### config.mk
export PLATFORM = sky130hd
export DESIGN_NAME = div_ctrl
export DESIGN_NICKNAME = d
export VERILOG_FILES = /design/src/rtl/div_ctrl_pkg.sv /design/src/rtl/div_ctrl.sv
export SDC_FILE = /design/constraint.sdc
export NUM_CORES = 1
export LEC_CHECK = 0
export CAP_MARGIN = 0
export CORE_ASPECT_RATIO = 2
export CORE_UTILIZATION = 38
export CTS_CLUSTER_SIZE = 28
export DETAILED_ROUTE_END_ITERATION = 16
export GPL_ROUTABILITY_DRIVEN = 0
export PLACE_DENSITY = 0.86
export SLEW_MARGIN = 5
export SYNTH_ARGS = -nofsm -noshare
export SYNTH_HDL_FRONTEND = slang
export SYNTH_SLANG_ARGS = --single-unit
### constraint.sdc
create_clock -name clk -period 1.9 [get_ports clk]
set_input_delay 0.475 -clock clk [delete_from_list [all_inputs] [get_ports clk]]
set_output_delay 0.475 -clock clk [all_outputs]
set_load 0.005 [all_outputs]
### src/rtl/div_ctrl_pkg.sv
// Shared types and constants for the divider sequencer.
package div_ctrl_pkg;

  localparam int unsigned DIV_STEPS = 32;
  localparam int unsigned CNT_W     = 6;
  localparam int unsigned DATA_W    = 32;

  typedef enum logic [2:0] {
    ST_IDLE    = 3'd0,
    ST_LOAD    = 3'd1,
    ST_RUN     = 3'd2,
    ST_CAPTURE = 3'd3,
    ST_DONE    = 3'd4,
    ST_EXC     = 3'd5
  } div_state_t;

endpackage : div_ctrl_pkg

### src/rtl/div_ctrl.sv
// Sequencer for the iterative divider: latches operands, screens divide-by-zero,
// pulses init, counts the iteration cycles and captures the result into HI/LO.
module div_ctrl
  import div_ctrl_pkg::*;
(
  input  logic              clk,
  input  logic              reset,
  input  logic              start,
  input  logic [DATA_W-1:0] srcA,
  input  logic [DATA_W-1:0] srcB,
  input  logic              hi_wr,
  input  logic              lo_wr,
  input  logic [DATA_W-1:0] wr_data,
  input  logic [DATA_W-1:0] div_hi,
  input  logic [DATA_W-1:0] div_lo,
  output logic              divCtrl,
  output logic [DATA_W-1:0] div_srcA,
  output logic [DATA_W-1:0] div_srcB,
  output logic              busy,
  output logic              done,
  output logic              div_zero_exc,
  output logic [DATA_W-1:0] hi,
  output logic [DATA_W-1:0] lo
);

  localparam logic [CNT_W-1:0] CNT_LAST = CNT_W'(DIV_STEPS - 1);

  div_state_t        state_q, state_d;
  logic [CNT_W-1:0]  cnt_q, cnt_d;
  logic [DATA_W-1:0] srca_q, srca_d;
  logic [DATA_W-1:0] srcb_q, srcb_d;
  logic [DATA_W-1:0] hi_q, hi_d;
  logic [DATA_W-1:0] lo_q, lo_d;
  logic              divctrl_q, divctrl_d;
  logic              busy_q, busy_d;
  logic              done_q, done_d;
  logic              exc_q, exc_d;

  // Next-state, datapath and registered-output decode.
  always_comb begin
    state_d = state_q;
    cnt_d   = cnt_q;
    srca_d  = srca_q;
    srcb_d  = srcb_q;
    hi_d    = hi_q;
    lo_d    = lo_q;

    case (state_q)
      ST_IDLE: begin
        if (hi_wr) hi_d = wr_data;
        if (lo_wr) lo_d = wr_data;
        if (start) begin
          if (srcB == '0) begin
            state_d = ST_EXC;
          end else begin
            srca_d  = srcA;
            srcb_d  = srcB;
            state_d = ST_LOAD;
          end
        end
      end
      ST_LOAD: begin
        cnt_d   = '0;
        state_d = ST_RUN;
      end
      ST_RUN: begin
        cnt_d = cnt_q + CNT_W'(1);
        if (cnt_q == CNT_LAST) state_d = ST_CAPTURE;
      end
      ST_CAPTURE: begin
        hi_d    = div_hi;
        lo_d    = div_lo;
        state_d = ST_DONE;
      end
      ST_DONE: state_d = ST_IDLE;
      ST_EXC:  state_d = ST_IDLE;
      default: state_d = ST_IDLE;
    endcase

    // Outputs are a function of the state being entered, so they can be flopped.
    divctrl_d = (state_d == ST_LOAD);
    busy_d    = (state_d == ST_LOAD) || (state_d == ST_RUN) || (state_d == ST_CAPTURE);
    done_d    = (state_d == ST_DONE);
    exc_d     = (state_d == ST_EXC);
  end

  // State, counter, operand, HI/LO and output registers.
  always_ff @(posedge clk or negedge reset) begin
    if (!reset) begin
      state_q   <= ST_IDLE;
      cnt_q     <= '0;
      srca_q    <= '0;
      srcb_q    <= '0;
      hi_q      <= '0;
      lo_q      <= '0;
      divctrl_q <= 1'b0;
      busy_q    <= 1'b0;
      done_q    <= 1'b0;
      exc_q     <= 1'b0;
    end else begin
      state_q   <= state_d;
      cnt_q     <= cnt_d;
      srca_q    <= srca_d;
      srcb_q    <= srcb_d;
      hi_q      <= hi_d;
      lo_q      <= lo_d;
      divctrl_q <= divctrl_d;
      busy_q    <= busy_d;
      done_q    <= done_d;
      exc_q     <= exc_d;
    end
  end

  assign divCtrl      = divctrl_q;
  assign div_srcA     = srca_q;
  assign div_srcB     = srcb_q;
  assign busy         = busy_q;
  assign done         = done_q;
  assign div_zero_exc = exc_q;
  assign hi           = hi_q;
  assign lo           = lo_q;

endmodule : div_ctrl

[Yosys cells after proc, flatten, opt, wreduce, memory -nomap -nowiden]
Index checks and enable logic that the tools add are counted.
Word-level totals
  register bits: 141
  logic and storage cells: 41
Operators by class
  add/sub/neg operators: 1
  equality and inequality tests: 11
  mux-type cells: 9
  bitwise gates (word level): 1
  reductions and logical operators: 9
Operators with widths (count)
  one-hot mux 32 bit (2 select lines): 2
  2-to-1 mux 32 bit: 2
  logical NOT 32 bit: 1
  == test 3 x 2 -> 1 bit, second input constant: 4
  one-hot mux 3 bit (4 select lines): 1
  one-hot mux 6 bit (2 select lines): 1
  2-to-1 mux 3 bit: 3
  adder 6 x 1 -> 6 bit, second input constant: 1
  == test 3 x 1 -> 1 bit, second input constant: 2
  == test 3 bit, second input constant: 2
  == test 6 x 5 -> 1 bit, second input constant: 1
  inequality test 2 bit, second input constant: 2
  AND reduction 2 bit: 2
  nonzero test 2 bit: 2
  logical NOT 3 bit: 1
  AND reduction 3 bit: 1
  logical OR 1 bit: 2
  NOT 1 bit: 1

[Longest topological paths before layout]
  word-level depth: 7
  mapped depth: 7
  mapped depth without buffers: 5

[Least setup slack after synthesis]
Ideal clock, no wire load.
  path type: input port to flip-flop
  start point: input srcB[26]
  end point: register srca_q[15], in the netlist div_srcA[15]
  library setup time: 0.125 ns
  arrival time: 1.764 ns
  required time: 1.775 ns
  slack: 0.010 ns
  cell stages on the path: 6
  cell sequence: nor4_1 -> nand4_1 -> o21bai_4 -> buf_6 -> buf_6 -> mux2_4
Between the ends
  word-level cells in the longest chain between the ends: 3
RTL lines
  from (decl): line div_ctrl.sv:10  | input logic [DATA_W-1:0] srcB,
  logical NOT 32 bit: line div_ctrl.sv:53  | if (srcB == '0) begin
  NOT 1 bit (no source line)
  AND reduction 3 bit (no source line)
  to (signal assigned): line div_ctrl.sv:103  | srca_q <= srca_d;
  to (decl): line div_ctrl.sv:30  | logic [DATA_W-1:0] srca_q, srca_d;
Every way passes these cells.
A chain may end at the register's enable or synchronous reset.

[Worst setup path after layout]
  start point: register state_q[0]
  end point: register hi_q[10], in the netlist hi[10]
Between the ends
  word-level cells in the longest chain between the ends: 3
  elaborated cells on any way between the ends: 6
RTL lines
  from (decl): line div_ctrl.sv:28  | div_state_t state_q, state_d;
  from (signal assigned): line div_ctrl.sv:101  | state_q <= state_d;
  == test 3 x 2 -> 1 bit or logical NOT 3 bit (tied branches): line div_ctrl.sv:48  | case (state_q)
  nonzero test 2 bit (no source line) or inequality test 2 bit (tied branches)
  AND reduction 2 bit (no source line)
  to (signal assigned): line div_ctrl.sv:105  | hi_q <= hi_d;
  to (decl): line div_ctrl.sv:32  | logic [DATA_W-1:0] hi_q, hi_d;
Several ways; a longest one is shown, not always the timed one.

==> metrics <==
status=complete, no violations; critical path startpoint=state_q[0]$_DFF_PN0_; die area=around 0.017 sq mm; stages on the worst setup path=7; Worst Tran Pin Value=393 ps; EDFF count, synth=0; Final Hold Fails=0; CP arrival=2160 ps; Max clock buf depth=2; critical path class=reg2reg; Initial Util=38.9%; Setup WS post-layout=40.0 ps; Cells after Synth=532; synth cell count leaders=dfrtp_1, a21oi_1, nor2_1, mux2_4, nor2b_1; crit start category=register; hpwl dp=14,500 microns; Post-synth top flop=dfrtp_1; Tot Pwr=17.5 mW; crit-path leading delay family=buffers and inverters; worst reg2reg path startpoint=state_q[0]$_DFF_PN0_; Pre-antenna DRT Iters=4; Layout area overhead=74.7%; Antenna Cells=0; Worst Setup End Kind=register; worst min path class=in2reg; num rows=65; DIE HEIGHT=between 150 and 200 microns; Avg Cell Area, Syn=around 12 sq um; top-area cell type share of the netlist area=57.6%; Synth Cell Area=0.00613 sq mm; total CTS buffers=17; Critical path buffers and inverters=4; Nets=1,052; Critical Path Sink=hi[10]$_DFFE_PN0P_; clock period minus final worst setup slack=between 1500 and 2000 ps; initial antenna violation count=0; Reg2Reg Depth=7; vias in the first global route=approximately 5,700; final setup TNS=0 ps; core area=0.0158 sq mm; layout cells sized above 1=21.6%; vias=about 5,500; fmax=0.538 GHz; Synth area leaders=dfrtp_1, mux2_4, a21oi_1, nor2_1, nor2b_1; I/O pin count=~300; Max Slew Vio Count=0; Slowest-stage cell, CP=or3b_2; Final ANT Viol Nets=0; first-pass GRT wire length=30,100 microns; TritonCTS clock tree=done; All-Layer GR Usage=23.9%; Max-slew headroom=73.8%; post-DR wirelength/cell=18.7 microns; leakage power=4.69 nW; area leader, netlist=dfrtp_1; number of port buffers=296; Die X=91.8 microns; count of cell types in the netlist=31; vias per cell=4.98; Place WS=-784 ps; Syn. warnings=0; worst skew pair latency=420 ps; ys async rst share=100%; largest net degree at the start of global routing=45; Pwr Density=around 1600 mW/mm^2; Post-Syn Nets=698; Crit path top cell by count=buf_4; count leader, synth=dfrtp_1; VDD IR-drop max=0.000892 V; CTS root buffer=clkbuf_16; drc violations=0; Worst-path clk slew=60 ps; RSZ-0062 raised after global routing=yes; Fin Hold WS=between 300 and 400 ps; endpoints failing setup=0; Routed WL=approximately 21,000 microns; DR iter-0 viols=154; critical path, cell by cell=buf_4, or3b_2, a21oi_4, buf_4, buf_12, buf_6, a21oi_1; flop-to-flop setup slack=between 40 and 50 ps; CTS Sinks=roughly 140; total grt overflow=0; crit path max fanout=10; worst path required time=2200 ps; H-tree levels=4; sequential share of the synthesized area=57.6%; post-synthesis register bit count=141; max cap viols=0; Final Skew=11.5 ps; Tcrit/Tclk final=between 90% and 100%; crit-path max cell delay=500 ps; FF-to-FF End=hi[10]$_DFFE_PN0P_
[worst min path at each step]
stage | start | endpoint | slack, ps | depth (start not counted)
global placement | reset | lo[12]$_DFFE_PN0P_ | 410 | 1
floorplan | reset | busy$_DFF_PN0_ | 180 | 0
finish | srcB[13] | div_srcB[13]$_DFFE_PN0P_ | 330 | 2
global route | srcB[13] | div_srcB[13]$_DFFE_PN0P_ | 320 | 2
CTS | srcB[29] | div_srcB[29]$_DFFE_PN0P_ | 410 | 2
detailed placement | reset | hi[11]$_DFFE_PN0P_ | 410 | 1
[power by group]
part           total [mW]  switching (mW)  internal, mW
registers            5.38           0.884          4.50
clock network        3.37            1.22          2.15
logic                8.73            3.25          5.47
total                17.5            5.36          12.1
[worst reg2reg max path, cell delays in order, from the launching register on]
cell and delay [ps]:
dfrtp_1 410, buf_4 150, or3b_2 510, a21oi_4 170
buf_4 160, buf_12 110, buf_6 150, a21oi_1 90
[kinds of logic (layout without fill, tap and decap cells)]
kind of cell,Yosys count,after routing,share of synthesized area (%)
xor+xnor,1,1,0.143
compound gates,154,154,13.2
mux,64,64,14.8
fa+ha+maj,1,1,0.204
flops,141,141,57.6
simple gates,134,134,10.7
buf+inv,37,402,3.39
[sequential cells by signal, summed over array words and instances, names as in the netlist]
signal / count
lo: 32
busy: 1
cnt_q: 6
divCtrl: 1
hi: 32
div_zero_exc: 1
div_srcB: 32
state_q: 3
div_srcA: 32
done: 1
[per-stage QoR]
stage	std cells	area, sq um	util [%]
2_1_floorplan	532	6130	-
3_3_place_gp	1041	9620	61.0
3_5_place_dp	1041	9620	61.0
4_1_cts	1084	10500	66.4
5_1_grt	1098	10700	67.9
6_report	1098	10700	67.9
[metal layers]
layer,wire (microns),global-route usage [%],up-vias
met5,0,0,-
met4,813,12.1,0
met3,1120,5.32,51
met2,11600,45.6,238
met1,6970,23.6,2629
li1,-,-,2555
[final cells by class]
cell class / count / area [sq um]
flip-flops and latches: 141 / 3530
clock inverters: 7 / 113
repair buffers: 369 / 3780
fillers: 1107 / 5070
well taps: 201 / 251
inverters: 3 / 11.3
multi-input cells: 354 / 2550
clock buffers: 23 / 478
[what timing repair did]
item                                   in CTS  in global routing
setup endpoints to repair                  65                 85
setup buffers                              13                  9
gates cloned                                3                  5
pin swaps                                  11                 13
gates resized for setup                    75                 45
endpoints found under the hold margin      36                  0
hold buffers                                1                  0
[cells in the final DEF (no fill, tap or decap), types with 6 or more instances in the layout]
cell type,synthesis,final
a21oi_1,136,136
buf_12,0,11
buf_4,0,42
buf_6,6,6
buf_8,0,6
clkbuf_16,0,21
clkbuf_2,0,11
clkdlybuf4s15_1,0,8
clkdlybuf4s50_1,0,263
dfrtp_1,141,141
dlygate4sd2_1,0,10
mux2_4,49,60
nand2_1,8,8
nor2_1,69,69
nor2b_1,33,32
o21ai_0,10,10
No activity file was read; power rests on OpenSTA's default activity.
